==> config.mk <==
export PLATFORM = sky130hd
export DESIGN_NAME = block_min_max_tracker_flat
export DESIGN_NICKNAME = d
export VERILOG_FILES = /design/src/rtl/block_min_max_tracker_if.sv /design/src/rtl/block_min_max_tracker.sv /design/src/flat_wrapper.sv
export SDC_FILE = /design/constraint.sdc
export NUM_CORES = 1
export LEC_CHECK = 0
export ABC_CLOCK_PERIOD_IN_PS = 4300
export CAP_MARGIN = 20
export CORE_UTILIZATION = 40
export DETAILED_ROUTE_END_ITERATION = 8
export DONT_BUFFER_PORTS = 1
export PLACE_DENSITY = 0.58
export SYNTH_ARGS = -nofsm -noshare
export SYNTH_HDL_FRONTEND = slang
export SYNTH_SLANG_ARGS = --single-unit
==> constraint.sdc <==
create_clock -name Clk -period 4.3 [get_ports Clk]
set_clock_uncertainty 0.05 [all_clocks]
set_input_delay 1.075 -clock Clk [delete_from_list [all_inputs] [get_ports Clk]]
set_output_delay 1.075 -clock Clk [all_outputs]
set_load 0.05 [all_outputs]
==> src/rtl/block_min_max_tracker_if.sv <==
// Sample-in / block-result-out bus of the min/max tracker.
// The slave modport is the tracker; the master modport is the environment
// that supplies samples and consumes block results.
interface block_min_max_tracker_if #(
  parameter int W     = 8,
  parameter int IDX_W = 4,
  parameter int LEN_W = 5
);
  logic                    InputValid;
  logic signed [W-1:0]     InputData;
  logic                    InputReady;
  logic                    Flush;
  logic                    ResultValid;
  logic                    ResultReady;
  logic signed [W-1:0]     MinResult;
  logic signed [W-1:0]     MaxResult;
  logic        [IDX_W-1:0] MinIndex;
  logic        [IDX_W-1:0] MaxIndex;
  logic        [LEN_W-1:0] ResultLength;

  modport slave (
    input  InputValid, InputData, Flush, ResultReady,
    output InputReady, ResultValid, MinResult, MaxResult,
           MinIndex, MaxIndex, ResultLength
  );

  modport master (
    output InputValid, InputData, Flush, ResultReady,
    input  InputReady, ResultValid, MinResult, MaxResult,
           MinIndex, MaxIndex, ResultLength
  );
endinterface

==> src/rtl/block_min_max_tracker.sv <==
// Streaming block min/max tracker.
// Accumulates signed samples into blocks of BLOCK_LENGTH and hands the block
// minimum, maximum, their in-block positions and the block length to a
// single registered result slot. A flush emits a partial block early.
// Only the block-completing sample (or a flush) needs a free slot, so the
// source is stalled only when a finished block would otherwise be lost.
module block_min_max_tracker #(
  parameter int INPUT_BIT_WIDTH = 8,
  parameter int BLOCK_LENGTH    = 16,
  parameter int IDX_W           = $clog2(BLOCK_LENGTH),
  parameter int LEN_W           = $clog2(BLOCK_LENGTH + 1)
) (
  input  logic                    Clk,
  input  logic                    ResetN,
  block_min_max_tracker_if.slave  bus
);

  // Accumulator state
  logic        [IDX_W-1:0]           r_count;
  logic signed [INPUT_BIT_WIDTH-1:0] r_min;
  logic signed [INPUT_BIT_WIDTH-1:0] r_max;
  logic        [IDX_W-1:0]           r_min_idx;
  logic        [IDX_W-1:0]           r_max_idx;

  // Result slot
  logic                              r_valid;
  logic signed [INPUT_BIT_WIDTH-1:0] r_res_min;
  logic signed [INPUT_BIT_WIDTH-1:0] r_res_max;
  logic        [IDX_W-1:0]           r_res_min_idx;
  logic        [IDX_W-1:0]           r_res_max_idx;
  logic        [LEN_W-1:0]           r_res_len;

  // Combinational control
  logic                              w_out_free;
  logic                              w_last;
  logic                              w_ready;
  logic                              w_accept;
  logic                              w_complete;
  logic                              w_flush_ok;
  logic                              w_emit;
  logic signed [INPUT_BIT_WIDTH-1:0] w_min_nxt;
  logic signed [INPUT_BIT_WIDTH-1:0] w_max_nxt;
  logic        [IDX_W-1:0]           w_min_idx_nxt;
  logic        [IDX_W-1:0]           w_max_idx_nxt;
  logic        [LEN_W-1:0]           w_len_nxt;

  // Handshake: only the block-completing sample depends on slot space,
  // so InputReady never looks at InputValid or InputData.
  assign w_out_free = !r_valid || bus.ResultReady;
  assign w_last     = (r_count == IDX_W'(BLOCK_LENGTH - 1));
  assign w_ready    = w_out_free || !w_last;
  assign w_accept   = bus.InputValid && w_ready;
  assign w_complete = w_accept && w_last;
  assign w_flush_ok = bus.Flush && w_out_free &&
                      ((r_count != IDX_W'(0)) || w_accept);
  assign w_emit     = w_complete || w_flush_ok;
  assign w_len_nxt  = LEN_W'(r_count) + (w_accept ? LEN_W'(1) : LEN_W'(0));

  // Running extrema including the sample accepted this cycle; strict
  // compares keep the earliest index on ties.
  always_comb begin
    w_min_nxt     = r_min;
    w_max_nxt     = r_max;
    w_min_idx_nxt = r_min_idx;
    w_max_idx_nxt = r_max_idx;
    if (w_accept) begin
      if (r_count == IDX_W'(0)) begin
        w_min_nxt     = bus.InputData;
        w_max_nxt     = bus.InputData;
        w_min_idx_nxt = IDX_W'(0);
        w_max_idx_nxt = IDX_W'(0);
      end else begin
        if (bus.InputData < r_min) begin
          w_min_nxt     = bus.InputData;
          w_min_idx_nxt = r_count;
        end else begin
          w_min_nxt     = r_min;
          w_min_idx_nxt = r_min_idx;
        end
        if (bus.InputData > r_max) begin
          w_max_nxt     = bus.InputData;
          w_max_idx_nxt = r_count;
        end else begin
          w_max_nxt     = r_max;
          w_max_idx_nxt = r_max_idx;
        end
      end
    end else begin
      w_min_nxt     = r_min;
      w_max_nxt     = r_max;
      w_min_idx_nxt = r_min_idx;
      w_max_idx_nxt = r_max_idx;
    end
  end

  // Accumulator: restart on emission, otherwise advance on each accept.
  always_ff @(posedge Clk or negedge ResetN) begin
    if (!ResetN) begin
      r_count   <= IDX_W'(0);
      r_min     <= '0;
      r_max     <= '0;
      r_min_idx <= IDX_W'(0);
      r_max_idx <= IDX_W'(0);
    end else if (w_emit) begin
      r_count   <= IDX_W'(0);
      r_min     <= w_min_nxt;
      r_max     <= w_max_nxt;
      r_min_idx <= w_min_idx_nxt;
      r_max_idx <= w_max_idx_nxt;
    end else if (w_accept) begin
      r_count   <= r_count + IDX_W'(1);
      r_min     <= w_min_nxt;
      r_max     <= w_max_nxt;
      r_min_idx <= w_min_idx_nxt;
      r_max_idx <= w_max_idx_nxt;
    end else begin
      r_count   <= r_count;
      r_min     <= r_min;
      r_max     <= r_max;
      r_min_idx <= r_min_idx;
      r_max_idx <= r_max_idx;
    end
  end

  // Result slot: load on emission (only ever when free), clear valid on a
  // plain drain, data fields hold otherwise.
  always_ff @(posedge Clk or negedge ResetN) begin
    if (!ResetN) begin
      r_valid       <= 1'b0;
      r_res_min     <= '0;
      r_res_max     <= '0;
      r_res_min_idx <= IDX_W'(0);
      r_res_max_idx <= IDX_W'(0);
      r_res_len     <= LEN_W'(0);
    end else if (w_emit) begin
      r_valid       <= 1'b1;
      r_res_min     <= w_min_nxt;
      r_res_max     <= w_max_nxt;
      r_res_min_idx <= w_min_idx_nxt;
      r_res_max_idx <= w_max_idx_nxt;
      r_res_len     <= w_len_nxt;
    end else if (r_valid && bus.ResultReady) begin
      r_valid       <= 1'b0;
    end else begin
      r_valid       <= r_valid;
    end
  end

  assign bus.InputReady   = w_ready;
  assign bus.ResultValid  = r_valid;
  assign bus.MinResult    = r_res_min;
  assign bus.MaxResult    = r_res_max;
  assign bus.MinIndex     = r_res_min_idx;
  assign bus.MaxIndex     = r_res_max_idx;
  assign bus.ResultLength = r_res_len;

endmodule

==> src/flat_wrapper.sv <==
// flat-port wrapper written by rule: the top's interface ports become plain ports
module block_min_max_tracker_flat 
#(
  parameter int INPUT_BIT_WIDTH = 8,
  parameter int BLOCK_LENGTH    = 16,
  parameter int IDX_W           = $clog2(BLOCK_LENGTH),
  parameter int LEN_W           = $clog2(BLOCK_LENGTH + 1)
)
  (Clk, ResetN, bus_InputValid, bus_InputData, bus_Flush, bus_ResultReady, bus_InputReady, bus_ResultValid, bus_MinResult, bus_MaxResult, bus_MinIndex, bus_MaxIndex, bus_ResultLength);
  block_min_max_tracker_if #(.W((8)), .IDX_W(IDX_W), .LEN_W(LEN_W)) bus_i ();
  input  logic Clk;
  input  logic ResetN;
  input wire logic [$bits(bus_i.InputValid)-1:0] bus_InputValid;
  input wire logic [$bits(bus_i.InputData)-1:0] bus_InputData;
  input wire logic [$bits(bus_i.Flush)-1:0] bus_Flush;
  input wire logic [$bits(bus_i.ResultReady)-1:0] bus_ResultReady;
  output wire logic [$bits(bus_i.InputReady)-1:0] bus_InputReady;
  output wire logic [$bits(bus_i.ResultValid)-1:0] bus_ResultValid;
  output wire logic [$bits(bus_i.MinResult)-1:0] bus_MinResult;
  output wire logic [$bits(bus_i.MaxResult)-1:0] bus_MaxResult;
  output wire logic [$bits(bus_i.MinIndex)-1:0] bus_MinIndex;
  output wire logic [$bits(bus_i.MaxIndex)-1:0] bus_MaxIndex;
  output wire logic [$bits(bus_i.ResultLength)-1:0] bus_ResultLength;
  assign bus_i.InputValid = bus_InputValid;
  assign bus_i.InputData = bus_InputData;
  assign bus_i.Flush = bus_Flush;
  assign bus_i.ResultReady = bus_ResultReady;
  assign bus_InputReady = bus_i.InputReady;
  assign bus_ResultValid = bus_i.ResultValid;
  assign bus_MinResult = bus_i.MinResult;
  assign bus_MaxResult = bus_i.MaxResult;
  assign bus_MinIndex = bus_i.MinIndex;
  assign bus_MaxIndex = bus_i.MaxIndex;
  assign bus_ResultLength = bus_i.ResultLength;
  block_min_max_tracker #(.INPUT_BIT_WIDTH(INPUT_BIT_WIDTH), .BLOCK_LENGTH(BLOCK_LENGTH), .IDX_W(IDX_W), .LEN_W(LEN_W)) u_core (.Clk(Clk), .ResetN(ResetN), .bus(bus_i));
endmodule
==> impl_metrics.json, run 1 <==
{
  "status": "completed",
  "start_util_pct": 41.9,
  "path_clk_slew_ps": 70,
  "ys_seq_elements": 58,
  "n_antenna_cell": 0,
  "synth_top_area_cell": "dfrtp_1",
  "slowest_delay_ps": 480,
  "fmaxAchievable_ghz": 0.337,
  "io_pins": 44,
  "clockRootBuffer": "clkbuf_8",
  "p_leak_uw": 0.00149,
  "grt_max_degree": 59,
  "worst-endpoint-required_ps": 4470,
  "synth.avg_cell_area_um2": 9.37,
  "avgViaCountPerCell": 5.61,
  "die_w_um": 89.8,
  "synth_top_area_share_pct": 47.1,
  "insertion_delay_ps": 340,
  "synth_most_common_cell": "dfrtp_1",
  "end_kind": "flop",
  "worst_slew_pin_slew_ps": 825,
  "hold_path_class": "input pin to asynchronous set/reset pin",
  "synth-warning-count": 0,
  "synthAdderAreaFrac_pct": 7.71,
  "hold_buffers": 0,
  "clock_sinks": 58,
  "async_flop_share_pct": 100,
  "setup_violations": 0,
  "final_cells": 434,
  "hold_violations": 0,
  "final_layout_size_suffix_gt1_share_pct": 10.4,
  "synth_top_family_by_area": "compound AO/OA/AOI/OAI gates",
  "gp_congestion": 0.808,
  "synth_area_um2": 3080,
  "grt_pass1_wl_um": 12700,
  "die-area_um2": 8070,
  "dp.cells": 419,
  "power.density_nw_per_um2": 822,
  "overflow": 0,
  "post-place-ws_ps": 978,
  "critical_path.cell_chain": "ha_1 -> a21o_1 -> a2111oi_2 -> a221o_1 -> a31o_4 -> nand3_1 -> o221a_1",
  "clockBufferDepth": 2,
  "slew_headroom_pct": 44.5,
  "ctsHtreeMaxLevel": 3,
  "slew_violations": 0,
  "cp_slowest_cell": "a2111oi_2",
  "synth_cells": 329,
  "postCtsSetupBuffers": 0,
  "vias": 2433,
  "fin_crit_ps": 2970,
  "crit_fanout": 8,
  "synth_edf_count": 0,
  "synth_simple_gate_area_share_pct": 12.6,
  "fin_ws_ps": 1330,
  "ys_types": 41,
  "grt_pass1_vias": 2490,
  "synth-main-ff-cell": "dfrtp_1",
  "synth.area.mux_share_pct": 2.07,
  "antenna_found_initial": 0,
  "critical_path_class": "input pin to flop",
  "rows": 31,
  "synthXorXnorAreaFrac_pct": 1.42,
  "ys_seq_area_share_pct": 47.1,
  "maxCapViolCount": 0,
  "synth_common_cells": "dfrtp_1, nand2_1, o21ai_0",
  "cts_buffers": 9,
  "wire_per_inst_um": 17.1,
  "worstSetupStartpointType": "input pin",
  "synth_area_leaders": "dfrtp_1, ha_1, o21ai_0",
  "setup_tns_ps": 0,
  "io_buffers": 0,
  "synth_nets": 361,
  "drt_first_pass_iters": 6,
  "nets": 363,
  "ant_nets": 0,
  "area_growth_pct": 9.57,
  "synth_compound_gate_area_share_pct": 22.5,
  "drc": 0,
  "dieHeight_um": 89.8,
  "cts_resized": 0,
  "cts_tree": "done",
  "rsz0062_at_grt": "no",
  "hold_ws_ps": 375,
  "drt_iter0_drc": 123,
  "core_area_um2": 7370,
  "arrival_ps": 3140,
  "grtUsageTotal_pct": 20.3,
  "totalWireLength_um": 7410,
  "period_share_pct": 69.0,
  "hpwl_um": 5220,
  "ir_drop_mv": 0.287
}
[where the power goes]
part / switching (uW) / internal, uW
Combinational: 559 / 386
Clock: 213 / 267
Sequential: 585 / 767
[cell type report]
type / instances / area, um2
Inverter: 30 / 113
Sequential cell: 58 / 1450
Tap cell: 99 / 124
Clock inverter: 2 / 10.0
Timing Repair Buffer: 9 / 67.6
Fill cell: 724 / 3990
Multi-Input combinational cell: 223 / 1440
Clock buffer: 13 / 179
[flip-flops by register name, indices dropped and copies added (netlist names), 5 cells and up]
name                     flops
u_core.r_max                 8
u_core.bus.MinResult         8
u_core.r_min                 8
u_core.bus.MaxResult         8
u_core.bus.ResultLength      5
[per-layer routing]
metal	part of all wire [%]	track usage, %	vias to the layer above
li1	-	-	1167
met1	45	25.7	1177
met2	45	31.0	72
met3	7.0	5.58	17
met4	3.0	11.9	0
met5	0	0	-
[through the flow]
stage / instance area [um2] / total power [uW] / utilization (%)
detailed placement: 3190 / 2310 / 43.3
global route: 3380 / 2990 / 45.9
floorplan: 3080 / 2070 / -
finish: 3380 / 2780 / 45.9
global placement: 3190 / 2290 / 43.3
CTS: 3380 / 2800 / 45.9
[layout by cell type (no fill, tap or decap), types with 2 or more instances in the layout]
master    netlist  routed
a21boi_0        2       2
a21oi_1        16      16
a31oi_1        16      16
a32o_1          2       2
buf_4           1       9
clkbuf_8        0      13
clkinv_2        0       2
dfrtp_1        58      58
ha_1           19      19
inv_1          30      30
mux2_2          3       3
mux2i_1         3       3
nand2_1        41      41
nand2b_1        3       3
nand3_1         8       8
nand4_1         4       4
nor2_1         24      24
o211ai_1        3       3
o21ai_0        36      36
o221a_1         8       8
o22ai_1         6       6
o311ai_0        5       5
or3_1           4       4
xnor2_1         5       5
[logic make-up after synthesis]
kind of cell               after synthesis
AOI/OAI and AO/OA                      104
xor gates and xnor gates                 5
adders and majority gates               19
buffers and inverters                   48
DFF                                     58
muxes                                    6
and+or+nand+nor                         89
[final timing paths]
check                           cells after the start  slack, ps           startpoint                      end
worst max register to register                      8       1590    u_core.r_count[1]  u_core.bus.MaxResult[6]
min in group Clk                                    1        480  u_core.r_min_idx[2]      u_core.r_min_idx[2]
max in group asynchronous                           0       3730               ResetN  u_core.bus.MinResult[3]
worst max-delay path                                7       1330     bus_InputData[5]  u_core.bus.MaxResult[6]
worst min-delay path                                0        380               ResetN        u_core.r_count[1]
worst min register to register                      1        480  u_core.r_min_idx[2]      u_core.r_min_idx[2]
[critical path: cells and delay by family]
family / cells / cell delay (ps)
compound gates: 5 / 1440
simple gates: 1 / 320
fa+ha+maj: 1 / 290
No activity file was read; power rests on OpenSTA's default activity.
==> run 2, diff against run 1 <==
Settings changed: ABC_CLOCK_PERIOD_IN_PS 4300 to 2730, PLACE_DENSITY 0.58 to 0.6.
Clock period 4.3 ns to 2.73 ns, I/O delays scaled along.
==> run 2 against run 1 <==
  * Setup slack got worse by 1100 ps
  * Hold slack got worse by 220 ps
  * Clock power grew 36%
  * Die area stayed put
  * Sequential share of layout area is 0.86 points lower
  * Critical path type is now flop to flop
  * Power increased by 60%
  * Utilization rose by 0.93 points
==> impl_metrics.json, run 2 (synthesis gave the netlist of run 1 again) <==
{
  "worstSetupStartpointType": "flop",
  "clockBufferDepth": 2,
  "final_layout_size_suffix_gt1_share_pct": 12.7,
  "area_growth_pct": 11.8,
  "core_area_um2": 7370,
  "path_clk_slew_ps": 60,
  "cts_buffers": 9,
  "r2r-start": "u_core.r_max[5]",
  "gp_congestion": 0.864,
  "maxCapViolCount": 0,
  "antenna_found_initial": 0,
  "hold_violations": 0,
  "drt_first_pass_iters": 4,
  "grtUsageTotal_pct": 21.2,
  "fmaxAchievable_ghz": 0.400,
  "status": "completed",
  "dieHeight_um": 89.8,
  "slew_headroom_pct": 64.9,
  "vias": 2487,
  "arrival_ps": 2670,
  "totalWireLength_um": 7740,
  "post-place-ws_ps": -48.9,
  "fin_crit_ps": 2500,
  "clockRootBuffer": "clkbuf_8",
  "io_pins": 44,
  "drt_iter0_drc": 146,
  "grt_pass1_vias": 2599,
  "r2r-end": "u_core.bus.MaxResult[3]",
  "avgViaCountPerCell": 5.59,
  "setup.worst_path.end": "u_core.bus.MaxResult[3]",
  "die-area_um2": 8070,
  "insertion_delay_ps": 330,
  "worst_slew_pin_slew_ps": 521,
  "clock_sinks": 58,
  "rsz0062_at_grt": "no",
  "final_cells": 445,
  "seqCellArea_um2": 1450,
  "reg2reg_setup_slack_ps": 230,
  "ctsHtreeMaxLevel": 3,
  "end_kind": "flop",
  "grt_pass1_wl_um": 13300,
  "rows": 31,
  "drc": 0,
  "hold_path_class": "input pin to asynchronous set/reset pin",
  "slew_violations": 0,
  "ant_nets": 0,
  "n_antenna_cell": 0,
  "grt_max_degree": 59,
  "hold_ws_ps": 156,
  "r2r_cells": 8,
  "start_util_pct": 41.9,
  "p_leak_uw": 0.00153,
  "crit_fanout": 8,
  "cts_tree": "done",
  "die_w_um": 89.8,
  "fin_ws_ps": 231,
  "hpwl_um": 5640,
  "nets": 374,
  "mostFrequentLayoutCells": "dfrtp_1, nand2_1, o21ai_0, inv_1, nor2_1",
  "period_share_pct": 91.5,
  "worst-endpoint-required_ps": 2900,
  "multi_input_area_um2": 1440,
  "power.density_nw_per_um2": 1290,
  "startpoint": "u_core.r_max[5]",
  "ir_drop_mv": 0.514,
  "overflow": 0,
  "wire_per_inst_um": 17.4,
  "io_buffers": 0,
  "dp.cells": 429,
  "critical_path_class": "flop to flop",
  "fillers": 729,
  "setup_violations": 0,
  "layout_commonest_cell": "dfrtp_1"
}
[run 2: cell types whose count changed in the layout (fill, tap and decap cells not counted)]
cell        before  now
buf_4            9   19
o21ai_0         36   35
clkbuf_8        13    9
buf_16           0    1
nand2_2          0    1
clkinvlp_4       0    1
o21ai_1          0    1
nand2_1         41   40
clkbuf_1         0    3
[run 2: how the worst min path moves through the flow]
stage            from                      end  slack (ps)  depth (start not counted)
2_1_floorplan  ResetN   u_core.bus.MaxIndex[0]         340                          0
3_3_place_gp   ResetN  u_core.bus.MaxResult[7]         340                          0
3_5_place_dp   ResetN   u_core.bus.MaxIndex[2]         340                          0
4_1_cts        ResetN          u_core.r_max[4]         160                          1
5_1_grt        ResetN          u_core.r_max[5]         160                          1
6_report       ResetN  u_core.bus.MaxResult[6]         160                          1
[run 2: metal layers]
layer,wire (um),GRT usage [%],up-vias
li1,-,-,1196
met2,3580,33.2,80
met4,133,8.33,0
met1,3450,27.7,1200
met5,0,0,-
met3,572,6.01,11
[run 2: area by class of cell]
class,count,share of cell area (%)
Timing Repair Buffer,20,4.93
Multi-Input combinational cell,223,41.7
Sequential cell,58,42.1
Inverter,30,3.27
Clock buffer,12,3.92
Clock inverter,3,0.508
Tap cell,99,3.59
[run 2: critical path, stage by stage (launching register included)]
cell       delay (ps)
dfrtp_1           370
inv_1              60
ha_1              290
a21o_1            190
a2111oi_2         410
a221o_1           250
a31o_4            110
nand3_1           300
o221a_1           350
[run 2: what timing repair did]
| action | CTS | global route |
|---|---|---|
| hold endpoints to repair | 58 | 0 |
| hold buffers | 1 | 0 |
| setup buffers | 0 | 0 |
| endpoints found under the setup margin | 0 | 6 |
| resized for setup | 0 | 2 |
[run 2: power breakdown]
group / switching (uW) / total, uW / internal, uW
sequential: 902 / 2110 / 1210
combinational: 966 / 1670 / 702
clock: 332 / 653 / 322
[run 2: per-stage QoR]
stage | total power (uW) | instance area (um2) | TNS, ps | util, %
final | 4430 | 3450 | 0 | 46.8
after global placement | 3730 | 3270 | -51.2 | 44.3
after global routing | 4780 | 3450 | 0 | 46.8
after floorplan | 3250 | 3080 | 0 | -
after CTS | 4460 | 3450 | 0 | 46.8
after detailed placement | 3770 | 3270 | -105 | 44.3
